--- src/rtl/branch_pkg.sv ---
// Shared types for the branch reservation station: branch encodings, RS entry and issue-stage records.
package branch_pkg;

   localparam int BR_TAG_W = 4;

   typedef enum logic [2:0] {
      BR_BEQ  = 3'b000,
      BR_BNE  = 3'b001,
      BR_BLT  = 3'b100,
      BR_BGE  = 3'b101,
      BR_BLTU = 3'b110,
      BR_JAL  = 3'b111
   } br_type_e;

   typedef struct packed {
      logic                valid;
      logic [BR_TAG_W-1:0] rob_tag;
      logic [31:0]         pc;
      logic [31:0]         imm;
      br_type_e            br_type;
      logic                pred_tk;
      logic [31:0]         pred_tgt;
      logic                rs1_rdy;
      logic [BR_TAG_W-1:0] rs1_tag;
      logic [31:0]         rs1_val;
      logic                rs2_rdy;
      logic [BR_TAG_W-1:0] rs2_tag;
      logic [31:0]         rs2_val;
   } brs_entry_t;

   typedef struct packed {
      logic [BR_TAG_W-1:0] rob_tag;
      logic [31:0]         pc;
      logic [31:0]         imm;
      br_type_e            br_type;
      logic                pred_tk;
      logic [31:0]         pred_tgt;
      logic [31:0]         rs1;
      logic [31:0]         rs2;
   } brs_issue_t;

endpackage

--- src/rtl/branch_unit.sv ---
// Combinational branch resolve: direction, actual next PC and mispredict flag; no latency, no backpressure.
module branch_unit
   import branch_pkg::*;
(
   input  br_type_e    br_type,
   input  logic [31:0] pc,
   input  logic [31:0] imm,
   input  logic [31:0] rs1,
   input  logic [31:0] rs2,
   input  logic        pred_tk,
   input  logic [31:0] pred_tgt,
   output logic        taken,
   output logic        mispredict,
   output logic [31:0] correct_pc
);

   always_comb begin
      taken = 1'b0;
      case (br_type)
         BR_BEQ:  taken = (rs1 == rs2);
         BR_BNE:  taken = (rs1 != rs2);
         BR_BLT:  taken = ($signed(rs1) < $signed(rs2));
         BR_BGE:  taken = ($signed(rs1) >= $signed(rs2));
         BR_BLTU: taken = (rs1 < rs2);
         BR_JAL:  taken = 1'b1;
         default: taken = 1'b0;
      endcase
      correct_pc = taken ? (pc + imm) : (pc + 32'd4);
      mispredict = (taken != pred_tk) || (correct_pc != pred_tgt);
   end

endmodule

--- src/rtl/branch_rs_ctrl.sv ---
// Branch RS + issue: oldest-ready select, result 2 cycles after eligibility, alloc_ready from registered occupancy.
// Optional BRANCH_STATS_EN adds saturating resolved/mispredict counters; otherwise stat_* read 0.
module branch_rs_ctrl
   import branch_pkg::*;
#(
   parameter int DEPTH = 4,
   parameter int TAG_W = BR_TAG_W
) (
   input  logic             clk,
   input  logic             rst,
   input  logic             alloc_valid,
   output logic             alloc_ready,
   input  logic [TAG_W-1:0] alloc_rob_tag,
   input  logic [31:0]      alloc_pc,
   input  logic [31:0]      alloc_imm,
   input  logic [2:0]       alloc_type,
   input  logic             alloc_pred_tk,
   input  logic [31:0]      alloc_pred_tgt,
   input  logic             alloc_rs1_rdy,
   input  logic [TAG_W-1:0] alloc_rs1_tag,
   input  logic [31:0]      alloc_rs1_val,
   input  logic             alloc_rs2_rdy,
   input  logic [TAG_W-1:0] alloc_rs2_tag,
   input  logic [31:0]      alloc_rs2_val,
   input  logic             cdb_valid,
   input  logic [TAG_W-1:0] cdb_tag,
   input  logic [31:0]      cdb_value,
   input  logic             flush,
   output logic             res_valid,
   output logic [TAG_W-1:0] res_rob_tag,
   output logic             res_taken,
   output logic             res_mispredict,
   output logic [31:0]      res_correct_pc,
   output logic [31:0]      stat_branches,
   output logic [31:0]      stat_mispred
);

   localparam int IDX_W = $clog2(DEPTH);

   brs_entry_t       ent_q [DEPTH];
   // age_q[i][j] set means entry j is older than entry i
   logic [DEPTH-1:0] age_q [DEPTH];
   logic [DEPTH-1:0] vld_vec, rdy_vec, sel_oh;
   logic [IDX_W-1:0] alloc_idx, sel_idx;
   logic             sel_vld, alloc_fire;
   brs_entry_t       new_ent;
   brs_issue_t       s1_q;
   logic             s1_vld;
   logic             bu_taken, bu_mispredict;
   logic [31:0]      bu_correct_pc;

   always_comb begin
      vld_vec = '0;
      rdy_vec = '0;
      for (int i = 0; i < DEPTH; i++) begin
         vld_vec[i] = ent_q[i].valid;
         rdy_vec[i] = ent_q[i].valid & ent_q[i].rs1_rdy & ent_q[i].rs2_rdy;
      end
   end

   always_comb begin
      alloc_idx = '0;
      for (int i = DEPTH - 1; i >= 0; i--) begin
         if (!vld_vec[i]) alloc_idx = IDX_W'(i);
      end
   end

   assign alloc_ready = ~(&vld_vec);
   assign alloc_fire  = alloc_valid & alloc_ready & ~flush;

   // Operands arriving on the CDB in the dispatch cycle are captured directly.
   always_comb begin
      new_ent          = '0;
      new_ent.valid    = 1'b1;
      new_ent.rob_tag  = alloc_rob_tag;
      new_ent.pc       = alloc_pc;
      new_ent.imm      = alloc_imm;
      new_ent.br_type  = br_type_e'(alloc_type);
      new_ent.pred_tk  = alloc_pred_tk;
      new_ent.pred_tgt = alloc_pred_tgt;
      new_ent.rs1_rdy  = alloc_rs1_rdy;
      new_ent.rs1_tag  = alloc_rs1_tag;
      new_ent.rs1_val  = alloc_rs1_val;
      new_ent.rs2_rdy  = alloc_rs2_rdy;
      new_ent.rs2_tag  = alloc_rs2_tag;
      new_ent.rs2_val  = alloc_rs2_val;
      if (!alloc_rs1_rdy && cdb_valid && (cdb_tag == alloc_rs1_tag)) begin
         new_ent.rs1_rdy = 1'b1;
         new_ent.rs1_val = cdb_value;
      end
      if (!alloc_rs2_rdy && cdb_valid && (cdb_tag == alloc_rs2_tag)) begin
         new_ent.rs2_rdy = 1'b1;
         new_ent.rs2_val = cdb_value;
      end
   end

   always_comb begin
      sel_oh  = '0;
      sel_idx = '0;
      sel_vld = |rdy_vec;
      for (int i = 0; i < DEPTH; i++) begin
         sel_oh[i] = rdy_vec[i] & ~(|(age_q[i] & rdy_vec));
         if (sel_oh[i]) sel_idx = IDX_W'(i);
      end
   end

   always_ff @(posedge clk) begin
      if (rst) begin
         for (int i = 0; i < DEPTH; i++) begin
            ent_q[i] <= '0;
            age_q[i] <= '0;
         end
         s1_vld         <= 1'b0;
         s1_q           <= '0;
         res_valid      <= 1'b0;
         res_rob_tag    <= '0;
         res_taken      <= 1'b0;
         res_mispredict <= 1'b0;
         res_correct_pc <= '0;
      end else if (flush) begin
         for (int i = 0; i < DEPTH; i++) ent_q[i].valid <= 1'b0;
         s1_vld    <= 1'b0;
         res_valid <= 1'b0;
      end else begin
         for (int i = 0; i < DEPTH; i++) begin
            if (ent_q[i].valid) begin
               if (cdb_valid && !ent_q[i].rs1_rdy && (ent_q[i].rs1_tag == cdb_tag)) begin
                  ent_q[i].rs1_rdy <= 1'b1;
                  ent_q[i].rs1_val <= cdb_value;
               end
               if (cdb_valid && !ent_q[i].rs2_rdy && (ent_q[i].rs2_tag == cdb_tag)) begin
                  ent_q[i].rs2_rdy <= 1'b1;
                  ent_q[i].rs2_val <= cdb_value;
               end
               if (sel_oh[i]) ent_q[i].valid <= 1'b0;
            end
         end
         if (alloc_fire) begin
            ent_q[alloc_idx] <= new_ent;
            age_q[alloc_idx] <= vld_vec;
            for (int j = 0; j < DEPTH; j++) age_q[j][alloc_idx] <= 1'b0;
         end
         s1_vld <= sel_vld;
         if (sel_vld) begin
            s1_q.rob_tag  <= ent_q[sel_idx].rob_tag;
            s1_q.pc       <= ent_q[sel_idx].pc;
            s1_q.imm      <= ent_q[sel_idx].imm;
            s1_q.br_type  <= ent_q[sel_idx].br_type;
            s1_q.pred_tk  <= ent_q[sel_idx].pred_tk;
            s1_q.pred_tgt <= ent_q[sel_idx].pred_tgt;
            s1_q.rs1      <= ent_q[sel_idx].rs1_val;
            s1_q.rs2      <= ent_q[sel_idx].rs2_val;
         end
         res_valid <= s1_vld;
         if (s1_vld) begin
            res_rob_tag    <= s1_q.rob_tag;
            res_taken      <= bu_taken;
            res_mispredict <= bu_mispredict;
            res_correct_pc <= bu_correct_pc;
         end
      end
   end

   branch_unit u_branch_unit (
      .br_type    (s1_q.br_type),
      .pc         (s1_q.pc),
      .imm        (s1_q.imm),
      .rs1        (s1_q.rs1),
      .rs2        (s1_q.rs2),
      .pred_tk    (s1_q.pred_tk),
      .pred_tgt   (s1_q.pred_tgt),
      .taken      (bu_taken),
      .mispredict (bu_mispredict),
      .correct_pc (bu_correct_pc)
   );

`ifdef BRANCH_STATS_EN
   logic [31:0] stat_branches_q, stat_mispred_q;

   // Counters survive flush; only reset clears them.
   always_ff @(posedge clk) begin
      if (rst) begin
         stat_branches_q <= '0;
         stat_mispred_q  <= '0;
      end else if (res_valid) begin
         if (stat_branches_q != '1) stat_branches_q <= stat_branches_q + 32'd1;
         if (res_mispredict && (stat_mispred_q != '1)) stat_mispred_q <= stat_mispred_q + 32'd1;
      end
   end

   assign stat_branches = stat_branches_q;
   assign stat_mispred  = stat_mispred_q;
`else
   assign stat_branches = '0;
   assign stat_mispred  = '0;
`endif

endmodule

--- config.mk ---
export PLATFORM = sky130hd
export DESIGN_NAME = branch_rs_ctrl
export DESIGN_NICKNAME = d
export VERILOG_FILES = /design/src/rtl/branch_pkg.sv /design/src/rtl/branch_unit.sv /design/src/rtl/branch_rs_ctrl.sv
export SDC_FILE = /design/constraint.sdc
export NUM_CORES = 2
export LEC_CHECK = 0
export ABC_CLOCK_PERIOD_IN_PS = 7110
export CAP_MARGIN = 5
export CORE_MARGIN = 2
export CORE_UTILIZATION = 45
export DETAILED_ROUTE_END_ITERATION = 8
export PLACE_DENSITY = 0.63
export SETUP_SLACK_MARGIN = 0.1
export SLEW_MARGIN = 20
export SYNTH_ARGS = -nofsm -noshare
export SYNTH_HDL_FRONTEND = slang
export SYNTH_SLANG_ARGS = --single-unit
--- constraint.sdc ---
create_clock -name clk -period 7.11 [get_ports clk]
set_clock_uncertainty 0.2 [all_clocks]
set_input_delay 1.7775 -clock clk [delete_from_list [all_inputs] [get_ports clk]]
set_output_delay 1.7775 -clock clk [all_outputs]
set_load 0.05 [all_outputs]
== Word level (Yosys, flattened, before mapping) ==
Memory sizes are Yosys's and may differ from the RTL's. A register that Yosys moved wholly into a read port is not among the register bits.
Cells that the tools add are included.

* Bits in registers: 40
* RAM bits: 732
* Logic and storage cells: 317
* Memories: 2

* Add/sub/neg operators: 2
* Magnitude comparators: 5
* Equality and inequality tests: 23
* Mux-type cells: 125
* Bitwise gates (word level): 112
* Reductions and logical operators: 42

{| class="wikitable"
|+ Memory list
! name !! depth !! bits a word !! read ports !! clocked after Yosys merged registers in !! write ports !! line !! source
|-
| ent_q || 4 || 179 || 5 || 1 || 5 || branch_rs_ctrl.sv:40 || <nowiki>brs_entry_t ent_q [DEPTH];</nowiki>
|-
| age_q || 4 || 4 || 4 || 0 || 5 || branch_rs_ctrl.sv:42 || <nowiki>logic [DEPTH-1:0] age_q [DEPTH];</nowiki>
|}

{| class="wikitable"
|+ Operator list
! kind !! count
|-
| $mux W32 || 11
|-
| $mux W1 || 105
|-
| $lt A32 B32 Y1 || 2
|-
| $ne A32 B32 Y1 || 2
|-
| $and A1 B1 Y1 || 46
|-
| $eq A4 B4 Y1 || 10
|-
| $or A1 B1 Y1 || 40
|-
| $add A32 B3 Y32 const B || 1
|-
| $add A32 B32 Y32 || 1
|-
| $eq A32 B32 Y1 || 1
|-
| $ge A32 B32 Y1 || 1
|-
| $not A1 Y1 || 22
|-
| $logic_and A1 B1 Y1 || 21
|-
| $reduce_or A4 Y1 || 5
|-
| $and A4 B4 Y4 || 4
|-
| $eq A3 B3 Y1 const B || 4
|-
| $mux W2 || 6
|-
| $logic_not A1 Y1 || 10
|-
| $eq A2 B2 Y1 const B || 4
|-
| $pmux W1 S6 || 1
|-
| $mux W4 || 1
|-
| $reduce_and A2 Y1 || 2
|-
| $reduce_and A4 Y1 || 1
|-
| $eq A3 B1 Y1 const B || 1
|-
| other kinds (7) || 7
|}

== Longest topological paths before layout ==
An unclocked memory read counts as a cell.

* Word-level depth: 16
* Depth in mapped cells: 16
* Mapped depth without buffers: 14

== Modules after synthesis ==
A second synthesis with hierarchy kept.

* Cells, all modules: 4503
* Area total of the unflattened synthesis: 46184.3 µm²

{| class="wikitable"
|+ Modules (own cells, without submodules)
! module !! instances !! cells each !! area an instance (µm²) !! seq. area each (µm²)
|-
| branch_rs_ctrl || 1 || 3886 || 41936.5 || 26065.0
|-
| branch_unit || 1 || 617 || 4247.8 || 0.0
|}

== Worst setup path before layout ==
OpenSTA, ideal clock, no wires.

* Path type: input port to flip-flop
* From: input port rst
* To: memory ent_q[2][100] in the netlist's numbering (enable)
* Arrival time: 5.914 ns
* Data required time: 6.445 ns
* Path slack: 0.531 ns
* Stages on the path: 10
* Cell sequence: clkbuf_1 nor2_1 clkbuf_1 nand3_1 or3b_2 clkbuf_1 inv_1 clkbuf_1 nor2_1 inv_1

{| class="wikitable"
|+ RTL lines
! item !! line !! source
|-
| start: declaration || branch_rs_ctrl.sv:10 || <nowiki>input logic rst,</nowiki>
|-
| end: declaration || branch_rs_ctrl.sv:40 ||
|}

== Worst setup path in the final report ==
* From: register, netlist name s1_q[31]
* To: register res_mispredict

* Word-level cells in the longest chain between the ends: 5

{| class="wikitable"
|+ Ends and longest elaborated chain
! item !! line !! source
|-
| $lt A32 B32 Y1 (tied with other cells) || branch_unit.sv:24 || <nowiki>BR_BLTU: taken = (rs1 < rs2);</nowiki>
|-
| $pmux W1 S6 (*) || branch_unit.sv:19 || <nowiki>case (br_type)</nowiki>
|-
| $mux W32 || branch_unit.sv:28 || <nowiki>correct_pc = taken ? (pc + imm) : (pc + 32'd4);</nowiki>
|-
| $ne A32 B32 Y1 || branch_unit.sv:29 || <nowiki>mispredict = (taken != pred_tk) || (correct_pc != pred_tgt);</nowiki>
|-
| $logic_or A1 B1 Y1 (*) || branch_unit.sv:29 ||
|-
| end signal: assignment || branch_rs_ctrl.sv:158 || <nowiki>res_mispredict <= bu_mispredict;</nowiki>
|-
| end: declaration || branch_rs_ctrl.sv:32 || <nowiki>output logic res_mispredict,</nowiki>
|}

Mark *: on every way between the ends. The rest lies on a longest branch, timed or not.
A chain may end at the register's enable or synchronous reset.

==> impl_metrics.csv <==
group,metric,value,unit
clocking,htree_levels,3,
worst_setup_path,reg2reg_setup_slack,1.91,ns
timing,setup-tns-final,0,ns
layout,drive_above_1_share,6.37,%
timing,period_minus_slack,5.20,ns
placement,place.port_buffers,258,
layout,fin_util,52.5,%
clocking,clk_pin_slew_worst_paths,0.06,ns
synth,ys_top_cells_by_count,"edfxtp_1, nor2_1, and2_1",
routing,wl_per_cell,23.5,um
synth,yosysTopAreaCellShare,48.4,%
floorplanning,initial_core_util,45.5,%
synth,synthDistinctLibCells,79,
routing,drc,0,
floorplanning,row_count,115,
floorplanning,ios,323,
grt,grt_util_all_layers,24.4,%
routing,first_iter_violations,2672,
timing,maxSlewViolCount,0,
timing,tightest_slew,1.32,ns
timing,setup_viol,0,
synth,yosysTopAreaCell,"edfxtp_1",
grt,grt_pass1_wl,189,mm
grt,grt_pass1_vias,29900,
timing,period_share,73.2,%
synth,synth_most_common_cell,"edfxtp_1",
worst_setup_path,end_kind,"flop",
worst_setup_path,crit_fanout,40,
synth,synth-edff-count,724,
clocking,clock-sinks,940,
grt,antenna_found_initial,9,
timing,fmax,192,MHz
outcome,status,"complete, no violations",
clocking,cts_buffer_depth,3,
routing,firstDrtPassIters,5,
synth,yosysSeqAreaShare,58.1,%
synth,syn_inst,3941,
floorplanning,core-area,98600,um2
clocking,clk_latency,0.68,ns
power,ir_drop,0.000201,V
worst_setup_path,reg2reg_depth,15,
grt,grt_start_max_net_pins,213,
min_path,hold_depth,2,
synth,async_flop_share,0,%
min_path,hold_path_class,"flop to flop",
synth,synthFlopType,"edfxtp_1",
worst_setup_path,worst_r2r_endpoint,"res_mispredict$_SDFFE_PP0P_",
run,drv_cap,0,
routing,totalWireLength,128,mm
synth,syn_avg_cell_area,11.4,um2
clocking,cts_made_buffers,100,
worst_setup_path,crit_type,"flop to flop",
power,power.density,240,nW/um2
synth,ys_top_cells_by_area,"edfxtp_1, dfxtp_1, and2_1, a211oi_1, a22o_1",
routing,num_vias,31300,
worst_setup_path,worstPathCellList,"inv_1 > ha_1 > nand4_2 > or4_1 > or4_4 > or3b_1 > nor3_1 > nand4b_1 > nor2_4 > buf_4 > a211oi_1 > a2111oi_0 > nand4_1 > nor4b_2 > a31oi_1",
worst_setup_path,start_kind,"flop",
floorplanning,die_x,320,um
clocking,root_buffer,"clkbuf_16",
placement,detailed_place_hpwl,79.2,mm
synth,ys_ff_latch,940,
clocking,cts_resized,0,
routing,viasPerCell,5.78,
clocking,hold_buffers,0,
routing,ant_nets,0,
min_path,holdPathEnd,"res_rob_tag[0]$_SDFFE_PP0P_",
min_path,min-delay-start,"s1_q[164]$_SDFFE_PP0P_",
synth,syn_area,44900,um2
power,p_leak,0.0199,uW
clocking,cts_tree,"built",
layout,area_growth,15.3,%
clocking,cts_setup_buffers,0,
synth,ys_warn_count,0,
grt,grt_overflow,0,
layout,layout.nets,4324,
timing,rsz0062_at_grt,"no",
worst_setup_path,cp_data_required_time,7.45,ns
floorplanning,dieArea,102000,um2
placement,finalWeightedCongestion,0.921,
worst_setup_path,worstPathArrival,5.54,ns
floorplanning,die_y,320,um
worst_setup_path,crit_slowest_cell,"or4_1",
worst_setup_path,slowest_delay,0.64,ns
worst_setup_path,timing.rr.start,"s1_q[31]$_SDFFE_PP0P_",
timing,relSlewSlack,12.2,%
timing,hold_viol,0,
[how the worst max path moves through the flow]
| stage | startpoint | to | slack, ns | depth (start not counted) |
|---|---|---|---|---|
| final | s1_q[31]$_SDFFE_PP0P_ | res_mispredict$_SDFFE_PP0P_ | 1.91 | 15 |
| after global routing | s1_q[31]$_SDFFE_PP0P_ | res_mispredict$_SDFFE_PP0P_ | 1.58 | 15 |
| after CTS | s1_q[31]$_SDFFE_PP0P_ | res_mispredict$_SDFFE_PP0P_ | 1.95 | 15 |
| after detailed placement | flush | ent_q[2][15]$_DFFE_PP_ | 1.30 | 9 |
| after global placement | flush | ent_q[2][9]$_DFFE_PP_ | 1.39 | 9 |
| after floorplan | rst | ent_q[2][100]$_DFFE_PP_ | 0.53 | 10 |
[registers in the layout (all words and copies together) (netlist names)]
| signal | count |
|---|---|
| res_rob_tag | 4 |
| s1_vld | 1 |
| age_q | 16 |
| res_taken | 1 |
| res_valid | 1 |
| s1_q | 168 |
| ent_q | 716 |
| res_correct_pc | 32 |
| res_mispredict | 1 |
[cell type report]
class | instances | area [um2]
repair buffers | 311 | 3150
multi-input cells | 2609 | 17200
clock inverters | 51 | 503
flip-flops and latches | 940 | 26100
fillers | 8486 | 46800
well taps | 1287 | 1610
inverters | 78 | 305
diodes | 2 | 5.00
clock buffers | 139 | 2880
[cell families after synthesis]
kind of cell | Yosys count | synth area share (%)
and+or+nand+nor | 1192 | 13.4
AOI/OAI and AO/OA | 985 | 15.9
DFF | 940 | 58.1
buffers and inverters | 459 | 4.38
muxes | 177 | 3.96
xor gates and xnor gates | 122 | 2.50
adders and majority gates | 65 | 1.83
other | 1 | 0.00835
[power by group]
group / internal (uW) / leakage (uW) / switching (uW) / total [uW]
Sequential: 6120 / 0.00925 / 62.7 / 6180
Clock: 3130 / 0.00168 / 2190 / 5320
Combinational: 325 / 0.00902 / 603 / 928
Total: 9570 / 0.0199 / 2860 / 12400
[layout by cell type (no fill, tap or decap), types with 6 or more instances in the layout]
master / n
nand2_1: 111
nor2_1: 440
xor2_1: 56
or2_2: 6
clkinv_2: 24
clkbuf_1: 19
nor2_4: 8
a211oi_1: 364
o211ai_1: 14
a21o_1: 6
clkinv_1: 7
a2111oi_0: 7
mux2i_1: 175
conb_1: 68
a21oi_1: 234
edfxtp_1: 724
dfxtp_1: 216
buf_12: 10
nor4_1: 8
o21ai_0: 34
buf_4: 41
a311oi_1: 7
clkbuf_16: 103
clkdlybuf4s50_1: 257
nor3_1: 42
nand4_1: 25
inv_1: 71
xnor2_1: 62
bufinv_16: 8
nand3_1: 37
ha_1: 64
nor2b_1: 7
a31oi_1: 10
and3_1: 14
and2_1: 449
a22o_1: 257
o21a_1: 6
clkbuf_8: 18
[per-layer routing]
metal  part of all wire, %  global-route usage, %  vias up
met5                 0.059                      0        -
met4                   2.5                   7.62       12
met3                   7.7                   4.81      197
met2                    45                   37.7     1124
met1                    45                   34.8    15400
li1                      -                      -    14600
[per-stage QoR]
| stage | area [um2] | hold slack (ns) | setup WS (ns) | power (uW) | std cells |
|---|---|---|---|---|---|
| 3_5_place_dp | 48300 | 0.248 | 1.30 | 7220 | 5221 |
| 5_1_grt | 51700 | 0.270 | 1.58 | 12800 | 5416 |
| 4_1_cts | 51600 | 0.253 | 1.95 | 12500 | 5411 |
| 2_1_floorplan | 45100 | 0.232 | 0.531 | 6860 | 4008 |
| 6_report | 51700 | 0.249 | 1.91 | 12400 | 5417 |
| 3_3_place_gp | 48300 | 0.241 | 1.39 | 7210 | 5221 |
[worst max-delay path: cells and delay by family (launching register included)]
| family | cells | cell delay (ns) |
|---|---|---|
| buf+inv | 2 | 0.47 |
| compound gates | 3 | 0.71 |
| simple gates | 9 | 2.90 |
| fa+ha+maj | 1 | 0.47 |
| flops | 1 | 0.32 |
No activity file was read; power rests on OpenSTA's default activity.
